==> src/rtl/axi_llc_refill_unit.sv <==
// -----------------------------------------------------------------------------
// axi_llc_refill_unit
//
// Sits after the miss buffer. For a refill descriptor it gathers the R beats of
// one cache line (the AR is already in flight) and writes every beat into the
// selected data way. Once the line is complete, or straight away for a
// non-refill descriptor, the descriptor goes on to the response stage.
//
// Ports
//   clk_i, rst_i              clock, synchronous active-high reset
//   desc_*_i / desc_ready_o   incoming descriptor from the miss buffer
//   r_*_i / r_ready_o         AXI R channel beats of the refilled line
//   way_req_*                 write requests into the data way (one per beat)
//   desc_*_o / desc_ready_i   outgoing descriptor to the response stage
//   desc_err_o                some beat of the line came back with resp[1] set
//   protocol_err_o            one-cycle pulse when r_last disagrees with the
//                             beat counter
//
// Handshake rule on every channel: a transfer happens on a rising edge where
// valid and ready are both high. Once a valid is raised, it and its payload
// stay put until that transfer. A valid never waits for its ready. The R beat
// and the way write in FILL are one transfer, because R ready is the way ready
// passed straight through and way valid is R valid passed straight through.
// -----------------------------------------------------------------------------
module axi_llc_refill_unit #(
    parameter int WayIdxWidth = 3,
    parameter int IndexWidth  = 8,
    parameter int Beats       = 8,
    parameter int DataWidth   = 64,
    parameter int UserWidth   = 16,
    localparam int OffW       = $clog2(Beats)
) (
    input  logic                   clk_i,
    input  logic                   rst_i,
    // descriptor in
    input  logic                   desc_valid_i,
    output logic                   desc_ready_o,
    input  logic                   desc_refill_i,
    input  logic [WayIdxWidth-1:0] desc_way_i,
    input  logic [IndexWidth-1:0]  desc_index_i,
    input  logic [UserWidth-1:0]   desc_user_i,
    // R channel
    input  logic [DataWidth-1:0]   r_data_i,
    input  logic [1:0]             r_resp_i,
    input  logic                   r_last_i,
    input  logic                   r_valid_i,
    output logic                   r_ready_o,
    // data way write
    output logic                   way_req_valid_o,
    input  logic                   way_req_ready_i,
    output logic [WayIdxWidth-1:0] way_req_way_o,
    output logic [IndexWidth-1:0]  way_req_index_o,
    output logic [OffW-1:0]        way_req_offset_o,
    output logic [DataWidth-1:0]   way_req_data_o,
    // descriptor out
    output logic                   desc_valid_o,
    input  logic                   desc_ready_i,
    output logic [WayIdxWidth-1:0] desc_way_o,
    output logic [IndexWidth-1:0]  desc_index_o,
    output logic [UserWidth-1:0]   desc_user_o,
    output logic                   desc_err_o,
    output logic                   protocol_err_o
);

    typedef enum logic [1:0] {
        IDLE = 2'd0,
        FILL = 2'd1,
        OUT  = 2'd2
    } state_e;

    localparam logic [OffW-1:0] LastOff = OffW'(Beats - 1);

    state_e                 state_q, state_d;
    logic [OffW-1:0]        cnt_q, cnt_d;
    logic                   err_q, err_d;
    logic                   perr_q, perr_d;
    logic [WayIdxWidth-1:0] way_q, way_d;
    logic [IndexWidth-1:0]  index_q, index_d;
    logic [UserWidth-1:0]   user_q, user_d;

    logic beat_xfer;
    logic last_beat;

    // Only resp[1] matters: SLVERR and DECERR both flag the line.
    logic unused_resp;
    assign unused_resp = r_resp_i[0];

    assign beat_xfer = r_valid_i & way_req_ready_i;
    assign last_beat = (cnt_q == LastOff);

    always_comb begin
        state_d         = state_q;
        cnt_d           = cnt_q;
        err_d           = err_q;
        perr_d          = 1'b0;
        way_d           = way_q;
        index_d         = index_q;
        user_d          = user_q;
        desc_ready_o    = 1'b0;
        r_ready_o       = 1'b0;
        way_req_valid_o = 1'b0;
        way_req_data_o  = '0;
        desc_valid_o    = 1'b0;

        case (state_q)
            IDLE: begin
                desc_ready_o = 1'b1;
                if (desc_valid_i) begin
                    way_d   = desc_way_i;
                    index_d = desc_index_i;
                    user_d  = desc_user_i;
                    cnt_d   = '0;
                    err_d   = 1'b0;
                    state_d = desc_refill_i ? FILL : OUT;
                end
            end
            FILL: begin
                way_req_valid_o = r_valid_i;
                r_ready_o       = way_req_ready_i;
                way_req_data_o  = r_data_i;
                if (beat_xfer) begin
                    // The beat counter decides when the line ends; r_last is
                    // only compared against it and reported on a mismatch.
                    cnt_d  = cnt_q + OffW'(1);
                    err_d  = err_q | r_resp_i[1];
                    perr_d = (r_last_i != last_beat);
                    if (last_beat) begin
                        state_d = OUT;
                    end
                end
            end
            OUT: begin
                desc_valid_o = 1'b1;
                if (desc_ready_i) begin
                    state_d = IDLE;
                end
            end
            default: begin
                state_d = IDLE;
            end
        endcase
    end

    always_ff @(posedge clk_i) begin
        if (rst_i) begin
            state_q <= IDLE;
            cnt_q   <= '0;
            err_q   <= 1'b0;
            perr_q  <= 1'b0;
            way_q   <= '0;
            index_q <= '0;
            user_q  <= '0;
        end else begin
            state_q <= state_d;
            cnt_q   <= cnt_d;
            err_q   <= err_d;
            perr_q  <= perr_d;
            way_q   <= way_d;
            index_q <= index_d;
            user_q  <= user_d;
        end
    end

    assign way_req_way_o    = way_q;
    assign way_req_index_o  = index_q;
    assign way_req_offset_o = cnt_q;

    assign desc_way_o       = way_q;
    assign desc_index_o     = index_q;
    assign desc_user_o      = user_q;
    assign desc_err_o       = err_q;
    assign protocol_err_o   = perr_q;

endmodule

==> config.mk <==
export PLATFORM = sky130hd
export DESIGN_NAME = axi_llc_refill_unit
export DESIGN_NICKNAME = d
export VERILOG_FILES = /design/src/rtl/axi_llc_refill_unit.sv
export SDC_FILE = /design/constraint.sdc
export NUM_CORES = 1
export LEC_CHECK = 0
export ABC_AREA = 1
export ABC_CLOCK_PERIOD_IN_PS = 3500
export CAP_MARGIN = 40
export CORE_ASPECT_RATIO = 0.9
export CORE_UTILIZATION = 31
export DETAILED_ROUTE_END_ITERATION = 8
export PLACE_DENSITY_LB_ADDON = 0.15
export RECOVER_POWER = 100
export SYNTH_ARGS = -nofsm -noshare
export SYNTH_HDL_FRONTEND = slang
export SYNTH_SLANG_ARGS = --single-unit
==> constraint.sdc <==
create_clock -name clk_i -period 3.5 [get_ports clk_i]
set_input_delay 0.35 -clock clk_i [delete_from_list [all_inputs] [get_ports clk_i]]
set_output_delay 0.35 -clock clk_i [all_outputs]
set_load 0.03 [all_outputs]
==> impl_metrics.csv, run 1 <==
group,metric,value,unit
die,start_util,32.1,%
critical_path,cp-end-kind,"output port",
timing,hold_viol_final,0,
timing,setup_viol,0,
logic_synthesis,synth_area_leaders,"dfxtp_1, nor2_1, inv_1",
die,die_width,85.9,um
cts,clk-insertion-delay-late,0.28,ns
grt,grt_max_degree,35,
finish,final_nets,616,
logic_synthesis,syn_inst,319,
critical_path,r2r_slack,1.10,ns
die,chipHeight,77.5,um
cts,clock-root-buffer,"clkbuf_8",
pwr,p_per_area,353,mW/mm^2
critical_path,r2r-end,"desc_index_o[4]",
logic_synthesis,synthArstFlopShare,0,%
worst_hold_path,hold_depth,2,
timing,rsz0062_at_grt,"no",
finish,fill_cells,566,
placed_design,portBuffers,210,
worst_hold_path,hp-class,"reg -> reg",
cts,cts_resized,0,
pwr,leakage,2.18,nW
logic_synthesis,synth_fa_ha_area_share,1.27,%
critical_path,path_class,"reg -> out",
drt,wl_per_cell,11.8,um
critical_path,crit_arrival,2.38,ns
cts,numCtsBuffers,5,
logic_synthesis,synthMuxAreaShare,0,%
finish,diodes,0,
critical_path,r2r_start,"state_q[1]",
logic_synthesis,synthFlopType,"dfxtp_1",
critical_path,crit_buf_inv,3,
worst_hold_path,min_to,"desc_err_o",
cts,postCtsSetupBuffers,0,
critical_path,cp.required,3.15,ns
grt,grt_first_pass_wirelength,10900,um
timing,clock.fmax,0.366,GHz
critical_path,slowest_delay,0.70,ns
logic_synthesis,yosys-top-cells-count,"nor2_1, inv_1, dfxtp_1, o21ai_0, buf_4",
job,cap_violations,0,
finish,drive_above_1_share,2.15,%
drt,postRouteAntennaNets,0,
logic_synthesis,synth_xor_area_share,0,%
logic_synthesis,synth_cell_type_count,20,
timing,period_needed,2.73,ns
drt,drtIter0Drc,73,
die,design.die.area,0.00666,mm^2
logic_synthesis,syn_area_per_cell,6.16,um^2
cts,htreeDepth,2,
finish,area_growth,106,%
grt,globalRouteOverflowTotal,0,
cts,path_clk_slew,0.06,ns
placed_design,hpwl,5700,um
die,coreArea,0.00611,mm^2
critical_path,cp-start-kind,"flop",
logic_synthesis,synth_nets,422,
drt,drt_first_pass_iters,3,
timing,fin_setup_tns,0,ns
timing,skew,0.00417,ns
logic_synthesis,synth_edf_count,0,
drt,routed_wl,7060,um
logic_synthesis,syn-cell-area,0.00196,mm^2
drt,vias,2435,
timing,maxSlewHeadroom,37.1,%
logic_synthesis,synth.ff_latch_count,34,
drt,drc_errors,0,
critical_path,cp_top_family,"buffers and inverters",
worst_hold_path,min_from,"desc_err_o",
timing,fin_crit_sh,78.0,%
critical_path,worstPathMaxFanout,34,
cts,cts_max_path_buffers,2,
logic_synthesis,yosysMostFrequentCell,"nor2_1",
grt,antenna_found_initial,0,
timing,worstMarginPinSlew,0.941,ns
cts,cts_tree,"done",
timing,slew_viol_final,0,
pwr,vdd_drop_max,0.272,mV
logic_synthesis,synth_compound_gate_area_share,9.68,%
logic_synthesis,yosys.area_share.simple,29.6,%
cts,cts_hold_buf,0,
grt,grt_usage,21.0,%
logic_synthesis,synth_top_family_by_area,"simple AND/OR/NAND/NOR gates",
die,ioPinCount,212,
status,status,"finished, final reports clean",
die,rows,27,
grt,grt_pass1_vias,2233,
critical_path,path_cells,"inv_1, nand2_1, buf_4, nor2_1, dlygate4sd3_1",
drt,routed_via_density,4.07,
critical_path,crit_slowest_cell,"dlygate4sd3_1",
cts,numClockSinks,34,
placed_design,place.gp.congestion,0.785,
logic_synthesis,seq_area_frac_synth,34.6,%
logic_synthesis,synth_top_area_cell,"dfxtp_1",
finish,postLayoutCoreUtil,66.2,%
logic_synthesis,synth_top_area_share,34.6,%
logic_synthesis,yosysWarnings,0,
critical_path,reg2reg_depth,5,
## per-stage QoR
stage	hold WS, ns	std cells	setup slack [ns]	total power, mW	cell area, um^2
after CTS	0.475	599	0.920	1.49	4080
final	0.461	599	0.771	1.43	4050
after floorplan	0.422	319	1.91	0.894	1960
after global placement	0.450	593	1.25	1.20	3990
after detailed placement	0.460	593	1.23	1.21	3990
after global routing	0.499	599	0.568	1.52	4050
## metal layers
metal  track usage [%]  vias up  wire (um)
met3              7.34       13        607
met1              23.6     1027       2910
met4              7.33        0        182
met2              36.4      106       3350
met5                 0        -          0
li1                  -     1289          -
## tightest hold or removal path: stages (launching register included)
cell	delay, ns
dfxtp_1	0.32
a21oi_1	0.04
nor2_1	0.07
## cells by family after synthesis
logic type / Yosys count
buffers and inverters: 101
flip-flops: 34
AO/OA/AOI/OAI: 37
AND/OR/NAND/NOR: 145
adder cells (fa/ha/maj): 2
## sequential cells by signal (all words and copies together) (netlist names)
name              cells
way_req_offset_o      3
desc_index_o          8
desc_way_o            3
desc_err_o            1
protocol_err_o        1
state_q               2
desc_user_o          16
## power by group
group          switching (mW)  total, mW  internal, mW
Clock                   0.128      0.280         0.152
Combinational           0.400      0.687         0.287
Sequential             0.0268      0.460         0.433
## layout make-up
type / instances / area, um^2 / share of cell area [%]
sequential: 34 / 681 / 16.8
tap: 87 / 109 / 2.69
clock buffer: 6 / 82.6 / 2.04
timing repair buffer: 213 / 2120 / 52.4
multi-input combinational: 184 / 773 / 19.1
inverter: 75 / 282 / 6.96
## worst max-delay path by stage
stage               start                  to  slack (ns)  cells after the start
5_1_grt        state_q[1]  way_req_data_o[25]        0.57                      5
2_1_floorplan  state_q[1]  way_req_data_o[10]        1.91                      5
4_1_cts        state_q[1]  way_req_data_o[25]        0.92                      5
3_5_place_dp   state_q[1]  way_req_data_o[25]        1.23                      5
3_3_place_gp   state_q[1]  way_req_data_o[25]        1.25                      5
6_report       state_q[1]  way_req_data_o[25]        0.77                      5
## placed cells by master, fill, tap and decap left out, types with 2 or more instances in the layout
cell and count:
ha_1 2, buf_4 2, a211oi_1 2, dlygate4sd3_1 108, o21ai_1 10, nand2_1 12
o21ai_0 21, clkbuf_8 6, nor2_1 129, a21oi_1 4, dfxtp_1 34, clkdlybuf4s50_1 102
inv_1 75
No activity file was read; power rests on OpenSTA's default activity.
==> run 2, diff against run 1 <==
- ABC_CLOCK_PERIOD_IN_PS: 3500 -> 2820
- CORE_UTILIZATION: 31 -> 28
- clock period: 3.5 -> 2.82 ns (I/O delays scaled with it)
==> run 2 against run 1 <==
Worst setup slack got worse by 0.23 ns. Count of clock-buffer cells in the layout did not move. Total power rose by 26%. Combinational power rose by 25%. Clock power rose by 34%. Critical path depth did not move. Die area rose by 10%. Hold slack improved by 0.0031 ns. Wire length rose by 2.9%. Via count rose by 2.1%. Final cell count rose by 0.67%. Global-route usage fell by 1.6 points. Highest routed layer unchanged.
==> impl_metrics.csv, run 2 (synthesis gave the netlist of run 1 again) <==
group,metric,value,unit
die,coreArea,0.00669,mm^2
timing,fin_setup_tns,0,ns
critical_path,path_class,"reg -> out",
grt,grt_usage,19.3,%
finish,final_cell_mix,"nor2_1, dlygate4sd3_1, clkdlybuf4s50_1",
drt,postRouteAntennaNets,0,
grt,grt_first_pass_wirelength,11000,um
placed_design,placed_cells,595,
placed_design,portBuffers,210,
status,status,"finished, final reports clean",
critical_path,r2r_start,"state_q[0]",
job,cap_violations,0,
placed_design,placed_area,0.00400,mm^2
finish,final_common_cell,"nor2_1",
critical_path,cp-start-kind,"flop",
finish,drive_above_1_share,2.92,%
pwr,seqPwrFrac,31.6,%
drt,vias,2487,
timing,whs,0.464,ns
cts,cts_max_path_buffers,2,
finish,area_growth,107,%
drt,routed_wl,7270,um
grt,grt_pass1_vias,2225,
grt,grt_max_degree,67,
pwr,p_clk_share,20.9,%
die,design.die.area,0.00736,mm^2
timing,period_needed,2.27,ns
worst_hold_path,hp-class,"reg -> reg",
pwr,switching_share,39.5,%
grt,top_usage_layer,"met2",
cts,cts_resized,0,
finish,diodes,0,
timing,skew,0.00429,ns
critical_path,cp-end-kind,"output port",
drt,drtIter0Drc,60,
die,rows,28,
timing,maxSlewHeadroom,36.7,%
pwr,vdd_drop_max,0.366,mV
timing,hold_viol_final,0,
grt,met3_usage,6.20,%
cts,postCtsSetupBuffers,0,
pwr,power,1.80,mW
grt,globalRouteOverflowTotal,0,
drt,drt_first_pass_iters,4,
pwr,pwr-share-comb,47.5,%
grt,antenna_found_initial,0,
timing,slew_viol_final,0,
critical_path,crit_end,"way_req_data_o[7]",
finish,finalNonFillerCells,603,
critical_path,cp.required,2.54,ns
cts,clk-insertion-delay-late,0.29,ns
placed_design,hpwl,5870,um
placed_design,place.gp.congestion,0.751,
die,start_util,29.4,%
drt,drc_errors,0,
die,ioPinCount,212,
timing,clock.fmax,0.440,GHz
critical_path,r2r_slack,0.72,ns
timing,worstMarginPinSlew,0.947,ns
critical_path,startpoint,"state_q[1]",
finish,final_nets,615,
cts,path_clk_slew,0.07,ns
cts,cts_hold_buf,0,
cts,clock-root-buffer,"clkbuf_8",
cts,numClockSinks,34,
finish,largest_reg_flops,16,
grt,grt_util_met1,20.9,%
critical_path,worstPathMaxFanout,66,
drt,routed_via_density,4.12,
cts,numCtsBuffers,5,
critical_path,reg2reg_depth,5,
critical_path,r2r-end,"desc_user_o[3]",
pwr,leakage,2.20,nW
drt,wl_per_cell,12.0,um
pwr,intPower,1.09,mW
cts,cts_tree,"done",
grt,met2_usage,36.8,%
finish,final_area,0.00408,mm^2
die,chipHeight,81.5,um
critical_path,crit_arrival,1.99,ns
pwr,p_sw,0.711,mW
cts,htreeDepth,2,
timing,rsz0062_at_grt,"no",
timing,setup_viol,0,
timing,fin_crit_sh,80.7,%
die,die_width,90.3,um
pwr,p_per_area,442,mW/mm^2
==> run 2: cell count changes in the layout (fill, tap and decap cells not counted) <==
cell / delta
clkdlybuf4s50_1: -3
dlygate4sd3_1: +3
buf_12: +1
buf_4: -1
clkbuf_1: -1
clkinv_2: +1
clkinvlp_4: +1
inv_1: -1
inv_2: +1
nand2_1: -1
nand2_2: +1
==> run 2: routing by layer <==
metal | wire length [um] | part of all wire, % | up-vias
li1 | - | - | 1289
met1 | 2920 | 40 | 1088
met2 | 3810 | 52 | 104
met3 | 469 | 6.5 | 6
met4 | 62 | 0.85 | 0
met5 | 0 | 0 | -
==> run 2: power groups by stage <==
| stage | Combinational (mW) | Clock, mW | Sequential, mW |
|---|---|---|---|
| 2_1_floorplan | 0.421 | 0 | 0.689 |
| 3_3_place_gp | 0.912 | 0 | 0.584 |
| 3_5_place_dp | 0.920 | 0 | 0.587 |
| 4_1_cts | 0.923 | 0.387 | 0.577 |
| 5_1_grt | 0.921 | 0.410 | 0.579 |
| 6_report | 0.856 | 0.376 | 0.570 |
==> run 2: worst max-delay path, stage by stage (launching register included) <==
cell and delay, ns:
dfxtp_1 0.36, inv_1 0.11, nand2_2 0.08, buf_12 0.20
nor2_1 0.18, dlygate4sd3_1 0.77
==> run 2: layout make-up <==
cell class,instances,area [um^2]
well taps,90,113
flip-flops and latches,34,681
fillers,616,2620
repair buffers,212,2130
clock inverters,2,12.5
clock buffers,6,82.6
multi-input cells,184,776
inverters,75,282
==> run 2: how the worst min path moves through the flow <==
| stage | startpoint | end | cells past startpoint |
|---|---|---|---|
| finish | desc_err_o | desc_err_o | 2 |
| global route | desc_user_o[5] | desc_user_o[5] | 2 |
| CTS | desc_err_o | desc_err_o | 2 |
| detailed placement | desc_err_o | desc_err_o | 2 |
| global placement | desc_err_o | desc_err_o | 2 |
| floorplan | rst_i | state_q[1] | 1 |
==> run 2: metrics by stage <==
stage               util, %  setup slack [ns]
finish                 60.9             0.545
global route           60.9             0.403
CTS                    61.2             0.552
detailed placement     59.8             0.877
global placement       59.8             0.894
floorplan                 -              1.30
